$ cat config.mk
export PLATFORM = sky130hd
export DESIGN_NAME = alu_rr_arbiter
export DESIGN_NICKNAME = d
export VERILOG_FILES = /design/src/rtl/alu_rr_arbiter.sv
export SDC_FILE = /design/constraint.sdc
export NUM_CORES = 1
export LEC_CHECK = 0
export ABC_AREA = 0
export BUFFER_PORTS_ARGS = -buffer_cell sky130_fd_sc_hd__clkbuf_2
export CAP_MARGIN = 20
export CORE_AREA = 4 4 204 206
export CTS_CLUSTER_SIZE = 10
export DETAILED_ROUTE_END_ITERATION = 8
export DIE_AREA = 0 0 208 210
export GPL_ROUTABILITY_DRIVEN = 0
export SKIP_LAST_GASP = 1
export SYNTH_ARGS = -nofsm -noshare
export SYNTH_HDL_FRONTEND = slang
export SYNTH_SLANG_ARGS = --single-unit
$ cat constraint.sdc
create_clock -name clk -period 3.7 [get_ports clk]
set_clock_uncertainty 0.15 [all_clocks]
set_input_delay 0.74 -clock clk [delete_from_list [all_inputs] [get_ports clk]]
set_output_delay 0.74 -clock clk [all_outputs]
set_load 0.01 [all_outputs]
$ cat src/rtl/alu_rr_arbiter.sv
// Round-robin arbiter sharing one combinational ALU between NUM_REQ requesters.
// Each requester has a one-entry registered response slot with valid/ready draining.
module alu_rr_arbiter #(
    parameter int NUM_REQ = 4,
    parameter int CNT_W   = 16
) (
    input  logic                   clk,
    input  logic                   rst,
    input  logic [NUM_REQ-1:0]     req_valid,
    output logic [NUM_REQ-1:0]     req_ready,
    input  logic [NUM_REQ*32-1:0]  req_a,
    input  logic [NUM_REQ*32-1:0]  req_b,
    input  logic [NUM_REQ*4-1:0]   req_ctrl,
    output logic [31:0]            alu_a,
    output logic [31:0]            alu_b,
    output logic [3:0]             alu_ctrl,
    input  logic [31:0]            alu_result,
    output logic [NUM_REQ-1:0]     resp_valid,
    input  logic [NUM_REQ-1:0]     resp_ready,
    output logic [NUM_REQ*32-1:0]  resp_data,
    output logic [CNT_W-1:0]       op_count
);

    localparam int IDX_W = $clog2(NUM_REQ);

    logic [IDX_W-1:0]      last_grant_q, last_grant_d;
    logic [NUM_REQ-1:0]    resp_valid_q, resp_valid_d;
    logic [NUM_REQ*32-1:0] resp_data_q, resp_data_d;
    logic [CNT_W-1:0]      op_count_q, op_count_d;

    logic [NUM_REQ-1:0]    eligible;
    logic [NUM_REQ-1:0]    grant;
    logic [IDX_W-1:0]      grant_idx;
    logic                  grant_any;
    logic [IDX_W:0]        cand;
    logic [IDX_W-1:0]      cand_idx;

    // A slot holding an unconsumed result may only be refilled if it drains this cycle.
    always_comb begin
        eligible  = req_valid & (~resp_valid_q | resp_ready);
        grant     = '0;
        grant_idx = '0;
        grant_any = 1'b0;
        cand      = '0;
        cand_idx  = '0;
        for (int k = 1; k <= NUM_REQ; k++) begin
            cand = {1'b0, last_grant_q} + (IDX_W+1)'(k);
            if (cand >= (IDX_W+1)'(NUM_REQ)) begin
                cand = cand - (IDX_W+1)'(NUM_REQ);
            end
            cand_idx = cand[IDX_W-1:0];
            if (!grant_any && eligible[cand_idx]) begin
                grant[cand_idx] = 1'b1;
                grant_idx       = cand_idx;
                grant_any       = 1'b1;
            end
        end
    end

    always_comb begin
        alu_a    = '0;
        alu_b    = '0;
        alu_ctrl = '0;
        for (int i = 0; i < NUM_REQ; i++) begin
            if (grant[i]) begin
                alu_a    = req_a[32*i +: 32];
                alu_b    = req_b[32*i +: 32];
                alu_ctrl = req_ctrl[4*i +: 4];
            end
        end
    end

    // Grant is a subset of req_valid, so a grant is always an accept.
    always_comb begin
        resp_valid_d = (resp_valid_q & ~resp_ready) | grant;
        resp_data_d  = resp_data_q;
        for (int i = 0; i < NUM_REQ; i++) begin
            if (grant[i]) begin
                resp_data_d[32*i +: 32] = alu_result;
            end
        end
        last_grant_d = grant_any ? grant_idx : last_grant_q;
        op_count_d   = grant_any ? op_count_q + CNT_W'(1) : op_count_q;
    end

    always_ff @(posedge clk) begin
        if (rst) begin
            last_grant_q <= IDX_W'(NUM_REQ-1);
            resp_valid_q <= '0;
            resp_data_q  <= '0;
            op_count_q   <= '0;
        end else begin
            last_grant_q <= last_grant_d;
            resp_valid_q <= resp_valid_d;
            resp_data_q  <= resp_data_d;
            op_count_q   <= op_count_d;
        end
    end

    assign req_ready  = grant;
    assign resp_valid = resp_valid_q;
    assign resp_data  = resp_data_q;
    assign op_count   = op_count_q;

endmodule

==> metrics.cfg, run 1 <==
[sta]
finalSetupTns_ns = -27.18
fmaxAchievable_mhz = 239
rsz0062_at_grt = true
fin_crit_sh = 1.13
finalWorstSetupSlack_ns = -0.491
drv_slew = 0
setup_viol = 72
tightest_slew_ns = 0.666
hold_viol = 0
period_minus_slack_ns = 4.19
worst_slew_margin_rel = 0.556

[setup_path]
critical_path_class = register to output port
crit_slowest_cell = a2111o_2
required_ns = 2.81
critPathMaxFanout = 19
worst_setup_path_end_kind = output port
worstPathCellList = inv_2, ha_4, nor2b_2, a32oi_2, o22ai_1, a2111o_2, buf_12, a221oi_1, a221oi_4, o21ai_1, clkbuf_2
critPathTopFamily = compound AO/OA/AOI/OAI gates
cp.arrival_ns = 3.30
critPathBufInv = 3
reg2regPathDepth = 12
max_stage_delay_ns = 0.55
cp-start-kind = register
cp.depth = 11

[die]
rows = 73
die_w_um = 208
core_area_mm2 = 0.0396
dieArea_mm2 = 0.0437
start_util = 0.215
die_h_um = 210
num_io_pins = 534

[synthesis]
synth-seq-cells = 150
yosysTopAreaCell = dfxtp_1
syn_inst = 1210
synth_ff_type = dfxtp_1
synth_top_area_frac = 0.352
syn_nets = 1532
syn_area_mm2 = 0.00852
synth.avg_cell_area_um2 = 7.04
ys_seq_area_frac = 0.352
synth-edff-count = 0
synth_cell_types = 42
synth_area_leaders = dfxtp_1 35%, nand2_1 15%, a221oi_1 14%
synthArstFlopShare = 0
synth_warnings = 0

[cts]
cts_root_buf = clkbuf_16
numCtsBuffers = 17
cts_max_path_buffers = 2
clkTransAtPathRegs_ns = 0.06
insertion_delay_ns = 0.43
numClockSinks = 150
cts_tree = done
ctsHoldBuffers = 0
h-tree-depth = 4

[power_and_ir_drop]
power.density_mw_per_mm2 = 1420
irDropWorstVdd_uv = 792
p_total_mw = 20.9
p_leak_nw = 6.73

[routing]
remaining_drc_errors = 0
drt-initial-drc-count = 896
vias_per_cell = 5.05
ant_nets = 0
wl_per_cell_um = 21.2
vias = 11700
drt_wl_total_um = 49300
drtPass1Iterations = 7

[global_routing]
grt_overflow = 0
antenna_found_initial = 18
grt_max_degree = 70
grt_pass1_vias = 11400
grt_pass1_wl_um = 70900
track_usage = 0.208

[flow_run]
max_cap_viol_count = 0

[placement]
placed_area_mm2 = 0.0127
io_buffers = 533
dp_hpwl_um = 38200

[run_status]
violations = setup timing
status = finished with violations

[layout]
postLayoutCellArea_mm2 = 0.0147
final_common_cell = clkbuf_2
final.fill_count = 4106
drive_gt1_frac = 0.473
nets = 2099
final_cell_mix = 524 x clkbuf_2, 335 x nand2_1, 148 x dfxtp_1
areaGrowthSynthToFinish_pct = 72.7

[hold_path]
hold_path.class = register to register
worstHoldPathCells = 2

## worst register-to-register path: cells and delay by family, from the launching register on
kind	cells	cell delay, ns
buffers and inverters	5	1.19
and+or+nand+nor	4	0.83
DFF	1	0.32
AOI/OAI and AO/OA	3	0.62
## final cells by class
| class | instances | area, um2 | area share |
|---|---|---|---|
| sequential | 150 | 3010 | 0.204 |
| antenna | 6 | 15.0 | 0.00102 |
| inverter | 77 | 307 | 0.0208 |
| timing repair buffer | 672 | 4240 | 0.288 |
| clock inverter | 10 | 121 | 0.00825 |
| multi-input combinational | 859 | 5900 | 0.401 |
| tap | 525 | 657 | 0.0446 |
| clock buffer | 22 | 464 | 0.0315 |
## cells in the mapped netlist (5+ instances only)
cell / number
a21oi_1: 135
a221oi_1: 137
and2_1: 8
and3_1: 5
buf_1: 5
buf_2: 28
buf_4: 5
clkbuf_1: 86
dfxtp_1: 150
ha_1: 8
inv_1: 72
inv_2: 5
nand2_1: 335
nand2b_1: 6
nand3_1: 12
nor2_1: 17
o21ai_0: 71
o21ai_1: 68
xnor2_1: 8
xor2_1: 7
## logic make-up after synthesis
kind of cell               share of synthesized area
AOI/OAI and AO/OA                              0.322
and+or+nand+nor                                0.190
buffers and inverters                         0.0948
DFF                                            0.352
xor gates and xnor gates                      0.0154
adders and majority gates                     0.0117
muxes                                         0.0142
## through the flow
step	hold slack (ns)	worst slack, ns	util	instances
after floorplan	0.326	-0.222	-	1210
after global placement	0.287	-0.683	0.319	2257
after detailed placement	0.292	-0.680	0.319	2257
after CTS	0.301	-0.469	0.354	2302
after global routing	0.314	-0.604	0.371	2321
final	0.298	-0.491	0.371	2321
## registers in the layout (all words and copies together), names as in the netlist
| signal | cells |
|---|---|
| resp_valid | 4 |
| resp_data | 128 |
| last_grant_q | 2 |
| op_count | 16 |
## power by group
| part | internal, mW | leakage [nW] | switching [mW] | total [mW] |
|---|---|---|---|---|
| Sequential | 2.28 | 1.23 | 0.382 | 2.67 |
| Combinational | 6.95 | 5.22 | 9.60 | 16.5 |
| Clock | 1.03 | 0.285 | 0.686 | 1.72 |
| Total | 10.3 | 6.73 | 10.7 | 20.9 |
## path summary, 6_finish.rpt
| path | from | slack [ns] | end |
|---|---|---|---|
| max reg2reg | last_grant_q[1]$_SDFFE_PP1P_ | 0.52 | resp_data[49]$_SDFFE_PP0P_ |
| max | last_grant_q[1]$_SDFFE_PP1P_ | -0.49 | alu_b[4] |
| min | resp_data[65]$_SDFFE_PP0P_ | 0.30 | resp_data[65]$_SDFFE_PP0P_ |
| min reg2reg | resp_data[65]$_SDFFE_PP0P_ | 0.30 | resp_data[65]$_SDFFE_PP0P_ |
## routing by layer
layer	vias to the layer above	part of all wire	GRT usage
met1	5600	0.37	0.236
li1	5416	-	-
met5	-	0.00026	0
met4	2	0.035	0.0657
met2	584	0.52	0.385
met3	111	0.074	0.0491
## what timing repair did
item                                    4_1_cts  5_1_grt
endpoints found under the hold margin         0        0
gates resized for setup                      89       87
gates cloned                                  4        2
setup buffers                                10       11
pin swaps                                    14       17
endpoints found under the setup margin       72       72
(Power assumes the default switching activity.)
==> run 2, diff against run 1 <==
==> config.mk (replaced) <==
export PLATFORM = sky130hd
export DESIGN_NAME = alu_rr_arbiter
export DESIGN_NICKNAME = d
export VERILOG_FILES = /design/src/rtl/alu_rr_arbiter.sv
export SDC_FILE = /design/constraint.sdc
export NUM_CORES = 1
export LEC_CHECK = 0
export ABC_AREA = 1
export BUFFER_PORTS_ARGS = -buffer_cell sky130_fd_sc_hd__clkbuf_2
export CAP_MARGIN = 20
export CORE_AREA = 4 4 208 210
export CTS_CLUSTER_SIZE = 10
export DETAILED_ROUTE_END_ITERATION = 8
export DIE_AREA = 0 0 212 214
export GPL_ROUTABILITY_DRIVEN = 0
export SYNTH_ARGS = -nofsm -noshare
export SYNTH_HDL_FRONTEND = slang
export SYNTH_SLANG_ARGS = --single-unit
==> run 2 against run 1 <==
Compared with the run above:
- the run now ends clean
- sequential power decreased by 14%
- non-clock buffer count fell by 32
- power decreased by 12%
- global-route usage shrank 2.0 points
- worst hold slack gained 0.061 ns
- combinational power down 13%
- critical endpoint is now alu_b[18]
- largest cell class unchanged
==> metrics.cfg, run 2 <==
[synthesis]
synth-seq-cells = 150  ; unchanged
yosysTopAreaCell = dfxtp_1  ; unchanged
synth_ff_type = dfxtp_1  ; unchanged
synth.most_common_cell = nor2_1  ; was nand2_1
synth.avg_cell_area_um2 = 6.08  ; was 7.04 um2
ys_seq_area_frac = 0.359  ; was 0.352
synth_commonest_cells = 407 x nor2_1, 333 x nand2_1, 150 x dfxtp_1  ; was 335 x nand2_1, 150 x dfxtp_1, 137 x a221oi_1
synth_cell_types = 29  ; was 42
syn_nets = 1697  ; was 1532
syn_area_mm2 = 0.00836  ; was 0.00852 mm2
synth_warnings = 0  ; unchanged
synthArstFlopShare = 0  ; unchanged
synth_area_leaders = dfxtp_1 36%, nor2_1 18%, nand2_1 15%  ; was dfxtp_1 35%, nand2_1 15%, a221oi_1 14%
synth_top_area_frac = 0.359  ; was 0.352
syn_inst = 1375  ; was 1210
synth-edff-count = 0  ; unchanged

[global_routing]
grt_overflow = 0  ; unchanged
grt_pass1_wl_um = 65700  ; was 70900 um
antenna_found_initial = 13  ; was 18
grt_max_degree = 54  ; was 70
grt_pass1_vias = 10800  ; was 11400
track_usage = 0.188  ; was 0.208

[layout]
multi_input_area_mm2 = 0.00522  ; was 0.00590 mm2
drive_gt1_frac = 0.409  ; was 0.473
final.fill_count = 4464  ; was 4106
final_common_cell = clkbuf_2  ; unchanged
areaGrowthSynthToFinish_pct = 65.2  ; was 72.7%
ff_latch_area_mm2 = 0.00301  ; unchanged
final_cell_count_no_fill = 2502  ; was 2321
final_cell_mix = 489 x clkbuf_2, 386 x nor2_1, 296 x nand2_1  ; was 524 x clkbuf_2, 335 x nand2_1, 148 x dfxtp_1
nets = 2262  ; was 2099
largest_reg_flops = 128  ; unchanged

[sta]
period_minus_slack_ns = 3.65  ; was 4.19 ns
finalSetupTns_ns = 0  ; was -27.18 ns
setup_viol = 0  ; was 72
hold_viol = 0  ; unchanged
holdWs_ns = 0.359  ; was 0.298 ns
fmaxAchievable_mhz = 274  ; was 239 MHz
fin_crit_sh = 0.987  ; was 1.13
drv_slew = 0  ; unchanged
tightest_slew_ns = 0.658  ; was 0.666 ns
worst_slew_margin_rel = 0.559  ; was 0.556
rsz0062_at_grt = true  ; unchanged
finalWorstSetupSlack_ns = 0.0480  ; was -0.491 ns

[hold_path]
worstHoldPathCells = 2  ; unchanged
hold_path.class = register to register  ; unchanged

[setup_path]
cp.depth = 15  ; was 11
cp.arrival_ns = 2.76  ; was 3.30 ns
critPathBufInv = 5  ; was 3
cp-start-kind = register  ; unchanged
required_ns = 2.81  ; about the same
reg2regPathDepth = 15  ; was 12
path_common_cell = nand2_1
max_stage_delay_ns = 0.33  ; was 0.55 ns
critical_path_class = register to output port  ; unchanged
critPathTopFamily = simple AND/OR/NAND/NOR gates  ; was compound AO/OA/AOI/OAI gates
crit_slowest_cell = dfxtp_2  ; was a2111o_2
worstPathCellList = inv_2, buf_4, nand3_2, nand2_1, nand2_1, nand2_2, nand3_4, inv_1, a21oi_4, nand2_8, buf_4, nor2_1, nand2_1, nand2_1, clkbuf_2  ; was inv_2, ha_4, nor2b_2, a32oi_2, o22ai_1, a2111o_2, buf_12, a221oi_1, a221oi_4, o21ai_1, clkbuf_2
critPathMaxFanout = 9  ; was 19
worst_setup_path_end_kind = output port  ; unchanged

[cts]
cts_tree = done  ; unchanged
h-tree-depth = 4  ; unchanged
cts_max_path_buffers = 2  ; unchanged
numCtsBuffers = 17  ; unchanged
cts_root_buf = clkbuf_16  ; unchanged
numClockSinks = 150  ; unchanged
clkTransAtPathRegs_ns = 0.07  ; was 0.06 ns
insertion_delay_ns = 0.44  ; was 0.43 ns

[die]
rows = 75  ; was 73
core_area_mm2 = 0.0416  ; was 0.0396 mm2
num_io_pins = 534  ; unchanged
start_util = 0.201  ; was 0.215
dieArea_mm2 = 0.0454  ; was 0.0437 mm2
die_h_um = 214  ; was 210 um
die_w_um = 212  ; was 208 um

[routing]
vias = 11700  ; about the same
ant_nets = 0  ; unchanged
wl_per_cell_um = 19.2  ; was 21.2 um
vias_per_cell = 4.66  ; was 5.05
remaining_drc_errors = 0  ; unchanged
drt-initial-drc-count = 763  ; was 896
drtPass1Iterations = 6  ; was 7
drt_wl_total_um = 48000  ; was 49300 um

[placement]
dp_slack_ns = -0.0649  ; was -0.680 ns
dp_hpwl_um = 34700  ; was 38200 um
dpl.cell_count = 2418  ; was 2257
io_buffers = 533  ; unchanged

[power_and_ir_drop]
irDropWorstVdd_uv = 562  ; was 792 uV
p_total_mw = 18.5  ; was 20.9 mW
pwr-share-seq = 0.124  ; was 0.127
power.density_mw_per_mm2 = 1340  ; was 1420 mW/mm2
p_leak_nw = 7.27  ; was 6.73 nW
internal-power_mw = 8.99  ; was 10.3 mW
combPwrFrac = 0.777  ; was 0.790
p_switching_mw = 9.47  ; was 10.7 mW
clock_power_share = 0.099  ; was 0.082
p_sw_frac = 0.513  ; was 0.510

[run_status]
status = finished, final reports clean  ; was finished with violations

[flow_run]
max_cap_viol_count = 0  ; unchanged

-- run 2: per-layer routing --
layer | share of wire | vias up | track usage
met5 | 0.00027 | - | 0
met4 | 0.036 | 2 | 0.0929
met3 | 0.080 | 81 | 0.0442
met2 | 0.51 | 667 | 0.328
met1 | 0.38 | 5374 | 0.213
li1 | - | 5537 | -
-- run 2: per-stage QoR --
step,utilization,area (um2)
floorplan,-,8360
global placement,0.287,11900
detailed placement,0.287,11900
CTS,0.309,12800
global route,0.332,13800
finish,0.332,13800
-- run 2: tightest hold or removal path, cell delays in order, from the launching register on --
cell	delay [ns]
dfxtp_1	0.34
nand2_1	0.07
a21oi_1	0.06
-- run 2: power by group through the flow --
stage	logic, mW	registers, mW	clock network (mW)
final	14.3	2.29	1.83
after detailed placement	11.4	2.30	0
after CTS	12.2	2.28	1.86
after floorplan	6.50	2.47	0
after global routing	15.6	2.33	1.93
after global placement	11.4	2.29	0
-- run 2: cells by family (layout without fill, tap and decap cells) --
kind of cell / after synthesis / in the layout / share of synthesized area
buffers and inverters: 131 / 706 / 0.0787
XOR/XNOR: 5 / 5 / 0.00524
adder cells (fa/ha/maj): 8 / 8 / 0.0120
AO/OA/AOI/OAI: 220 / 220 / 0.133
other: 0 / 11 / 0
AND/OR/NAND/NOR: 861 / 863 / 0.412
flip-flops: 150 / 150 / 0.359
-- run 2: final timing paths --
path	startpoint	endpoint	slack, ns
worst max register to register	last_grant_q[0]$_SDFFE_PP1P_	resp_data[22]$_SDFFE_PP0N_	0.77
worst max-delay path	last_grant_q[0]$_SDFFE_PP1P_	alu_b[18]	0.05
worst min-delay path	op_count[15]$_SDFFE_PP0P_	op_count[15]$_SDFFE_PP0P_	0.36
worst min register to register	op_count[15]$_SDFFE_PP0P_	op_count[15]$_SDFFE_PP0P_	0.36
-- run 2: timing repair --
action | in CTS | in global routing
hold endpoints to repair | 0 | 0
buffers inserted | 9 | 14
hold buffers | 0 | 0
pin swaps | 6 | 95
cloned | 6 | 13
setup endpoints to repair | 61 | 68
resized for setup | 13 | 185
-- run 2: cell type report --
cell class	instances	share of cell area
Clock inverter	13	0.0125
Clock buffer	18	0.0318
Timing Repair Buffer	640	0.299
Inverter	35	0.0104
Antenna cell	11	0.00199
Sequential cell	150	0.218
Tap cell	539	0.0488
Multi-Input combinational cell	1096	0.378
==> run 3, diff against run 2 <==
--- a/config.mk
+++ b/config.mk
@@ -5,13 +5,12 @@
 export SDC_FILE = /design/constraint.sdc
 export NUM_CORES = 1
 export LEC_CHECK = 0
-export ABC_AREA = 1
 export BUFFER_PORTS_ARGS = -buffer_cell sky130_fd_sc_hd__clkbuf_2
 export CAP_MARGIN = 20
-export CORE_AREA = 4 4 208 210
+export CORE_AREA = 4 4 207 209
 export CTS_CLUSTER_SIZE = 10
 export DETAILED_ROUTE_END_ITERATION = 8
-export DIE_AREA = 0 0 212 214
+export DIE_AREA = 0 0 211 213
 export GPL_ROUTABILITY_DRIVEN = 0
 export SYNTH_ARGS = -nofsm -noshare
 export SYNTH_HDL_FRONTEND = slang
==> run 3 against run 2 <==
Compared with the run above:
- the flow now finishes with violations (setup timing)
- register-to-register slack got worse by 0.35 ns
- power grew 14%
- setup slack got worse by 0.51 ns
==> metrics.cfg, run 3 (same netlist as run 1, synthesis figures left out) <==
[sta]
tightest_slew_ns = 0.854  ; was 0.658 ns
period_minus_slack_ns = 4.17  ; was 3.65 ns
worst_slew_margin_rel = 0.431  ; was 0.559
finalSetupTns_ns = -27.51  ; was 0 ns
fin_crit_sh = 1.13  ; was 0.987
rsz0062_at_grt = true  ; unchanged
drv_slew = 0  ; unchanged
setup_viol = 72  ; was 0
fmaxAchievable_mhz = 240  ; was 274 MHz
hold_viol = 0  ; unchanged
finalWorstSetupSlack_ns = -0.466  ; was 0.0480 ns

[cts]
h-tree-depth = 4  ; unchanged
cts_tree = done  ; unchanged
clkTransAtPathRegs_ns = 0.06  ; was 0.07 ns
insertion_delay_ns = 0.44  ; about the same
numCtsBuffers = 17  ; unchanged
cts_root_buf = clkbuf_16  ; unchanged
numClockSinks = 150  ; unchanged
cts_max_path_buffers = 2  ; unchanged

[power_and_ir_drop]
combPwrFrac = 0.788  ; was 0.777
p_sw_frac = 0.508  ; was 0.513
irDropWorstVdd_uv = 901  ; was 562 uV
power.density_mw_per_mm2 = 1460  ; was 1340 mW/mm2
p_switching_mw = 10.7  ; was 9.47 mW
p_total_mw = 21.0  ; was 18.5 mW
clock_power_share = 0.084  ; was 0.099
pwr-share-seq = 0.128  ; was 0.124
p_leak_nw = 6.66  ; was 7.27 nW
internal-power_mw = 10.3  ; was 8.99 mW

[hold_path]
hold_path.class = register to register  ; unchanged
hold-path-endpoint = resp_data[97]$_SDFFE_PP0P_  ; was op_count[15]$_SDFFE_PP0P_
worstHoldPathCells = 2  ; unchanged
min_from = resp_data[97]$_SDFFE_PP0P_  ; was op_count[15]$_SDFFE_PP0P_

[setup_path]
rrSetupSlack_ns = 0.42  ; was 0.77 ns
cp.depth = 14  ; was 15
critPathTopFamily = buffers and inverters  ; was simple AND/OR/NAND/NOR gates
critPathBufInv = 7  ; was 5
critical_path_class = input port to output port  ; was register to output port
critPathMaxFanout = 17  ; was 9
cp.arrival_ns = 3.28  ; was 2.76 ns
required_ns = 2.81  ; about the same
timing.rr.end = resp_data[76]$_SDFFE_PP0P_  ; was resp_data[22]$_SDFFE_PP0N_
cp-start-kind = input port  ; was register
r2r_start = last_grant_q[1]$_SDFFE_PP1P_  ; was last_grant_q[0]$_SDFFE_PP1P_
crit_slowest_cell = mux4_2  ; was dfxtp_2
worst_setup_path_end_kind = output port  ; unchanged
reg2regPathDepth = 13  ; was 15
worstPathCellList = clkbuf_2, nand2b_4, buf_4, nand2_1, mux4_2, nor4_4, buf_12, a22oi_2, inv_4, buf_12, a221oi_1, buf_4, o21ai_1, clkbuf_2  ; was inv_2, buf_4, nand3_2, nand2_1, nand2_1, nand2_2, nand3_4, inv_1, a21oi_4, nand2_8, buf_4, nor2_1, nand2_1, nand2_1, clkbuf_2
max_stage_delay_ns = 0.53  ; was 0.33 ns
critPathLaunch = resp_ready[3]  ; was last_grant_q[0]$_SDFFE_PP1P_

[global_routing]
grt_overflow = 0  ; unchanged
grt_pass1_vias = 11300  ; was 10800
grt_max_degree = 78  ; was 54
track_usage = 0.210  ; was 0.188
grt_pass1_wl_um = 71700  ; was 65700 um
antenna_found_initial = 13  ; unchanged

[layout]
ff_latch_area_mm2 = 0.00301  ; unchanged
final_cell_count_no_fill = 2325  ; was 2502
multi_input_area_mm2 = 0.00539  ; was 0.00522 mm2
drive_gt1_frac = 0.447  ; was 0.409
final.fill_count = 4308  ; was 4464
largest_reg_flops = 128  ; unchanged
areaGrowthSynthToFinish_pct = 68.2  ; was 65.2%
postLayoutCellArea_mm2 = 0.0143  ; was 0.0138 mm2
nets = 2095  ; was 2262
final_cell_mix = 514 x clkbuf_2, 335 x nand2_1, 148 x dfxtp_1  ; was 489 x clkbuf_2, 386 x nor2_1, 296 x nand2_1
final_common_cell = clkbuf_2  ; unchanged

[routing]
drtPass1Iterations = 6  ; unchanged
vias_per_cell = 5.06  ; was 4.66
vias = 11800  ; was 11700
ant_nets = 0  ; unchanged
remaining_drc_errors = 0  ; unchanged
drt_wl_total_um = 50400  ; was 48000 um
wl_per_cell_um = 21.7  ; was 19.2 um
drt-initial-drc-count = 929  ; was 763

[placement]
dp_slack_ns = -0.601  ; was -0.0649 ns
dpl.cell_count = 2251  ; was 2418
dp_hpwl_um = 36900  ; was 34700 um
placed_area_mm2 = 0.0125  ; was 0.0119 mm2
io_buffers = 533  ; unchanged

[run_status]
status = finished with violations  ; was finished, final reports clean
violations = setup timing

[die]
rows = 74  ; was 75
die_w_um = 211  ; was 212 um
num_io_pins = 534  ; unchanged
dieArea_mm2 = 0.0449  ; was 0.0454 mm2
core_area_mm2 = 0.0408  ; was 0.0416 mm2
start_util = 0.209  ; was 0.201
die_h_um = 213  ; was 214 um

[flow_run]
max_cap_viol_count = 0  ; unchanged

run 3: layout make-up:
class / count / share of cell area
antenna: 7 / 0.00122
clock buffer: 18 / 0.0306
clock inverter: 14 / 0.0112
inverter: 77 / 0.0214
multi-input combinational: 859 / 0.376
sequential: 150 / 0.210
tap: 532 / 0.0464
timing repair buffer: 668 / 0.304
run 3: power groups by stage:
stage                     Clock (mW)  Sequential, mW  Combinational, mW
final                           1.76            2.68               16.5
after global routing            1.88            2.75               17.7
after CTS                       1.82            2.67               16.5
after detailed placement           0            2.69               13.3
after global placement             0            2.66               13.1
after floorplan                    0            2.95               6.84
run 3: worst max-delay path by stage:
stage	endpoint	slack [ns]
6_report	alu_b[5]	-0.47
5_1_grt	alu_b[5]	-0.64
4_1_cts	alu_b[5]	-0.46
3_5_place_dp	alu_b[11]	-0.60
3_3_place_gp	alu_b[11]	-0.54
2_1_floorplan	alu_a[0]	-0.22
run 3: timing repair:
action / in CTS / in global routing
pin swaps: 26 / 7
gates resized for setup: 151 / 20
endpoints found under the setup margin: 72 / 72
hold buffers: 0 / 0
gates cloned: 13 / 0
setup buffers: 22 / 0
run 3: routing by layer:
layer | GRT usage | share of wire
met1 | 0.233 | 0.37
met2 | 0.379 | 0.51
met3 | 0.0550 | 0.079
met4 | 0.0903 | 0.040
met5 | 0 | 0.00026
run 3: worst min-delay path: cells and delay by family, from the launching register on:
family          cells  cell delay (ns)
compound gates      1             0.05
flops               1             0.31
simple gates        1             0.05
run 3: per-stage QoR:
stage / hold slack [ns] / utilization
3_5_place_dp: 0.295 / 0.305
3_3_place_gp: 0.288 / 0.305
6_report: 0.301 / 0.351
2_1_floorplan: 0.326 / -
4_1_cts: 0.305 / 0.350
5_1_grt: 0.319 / 0.351
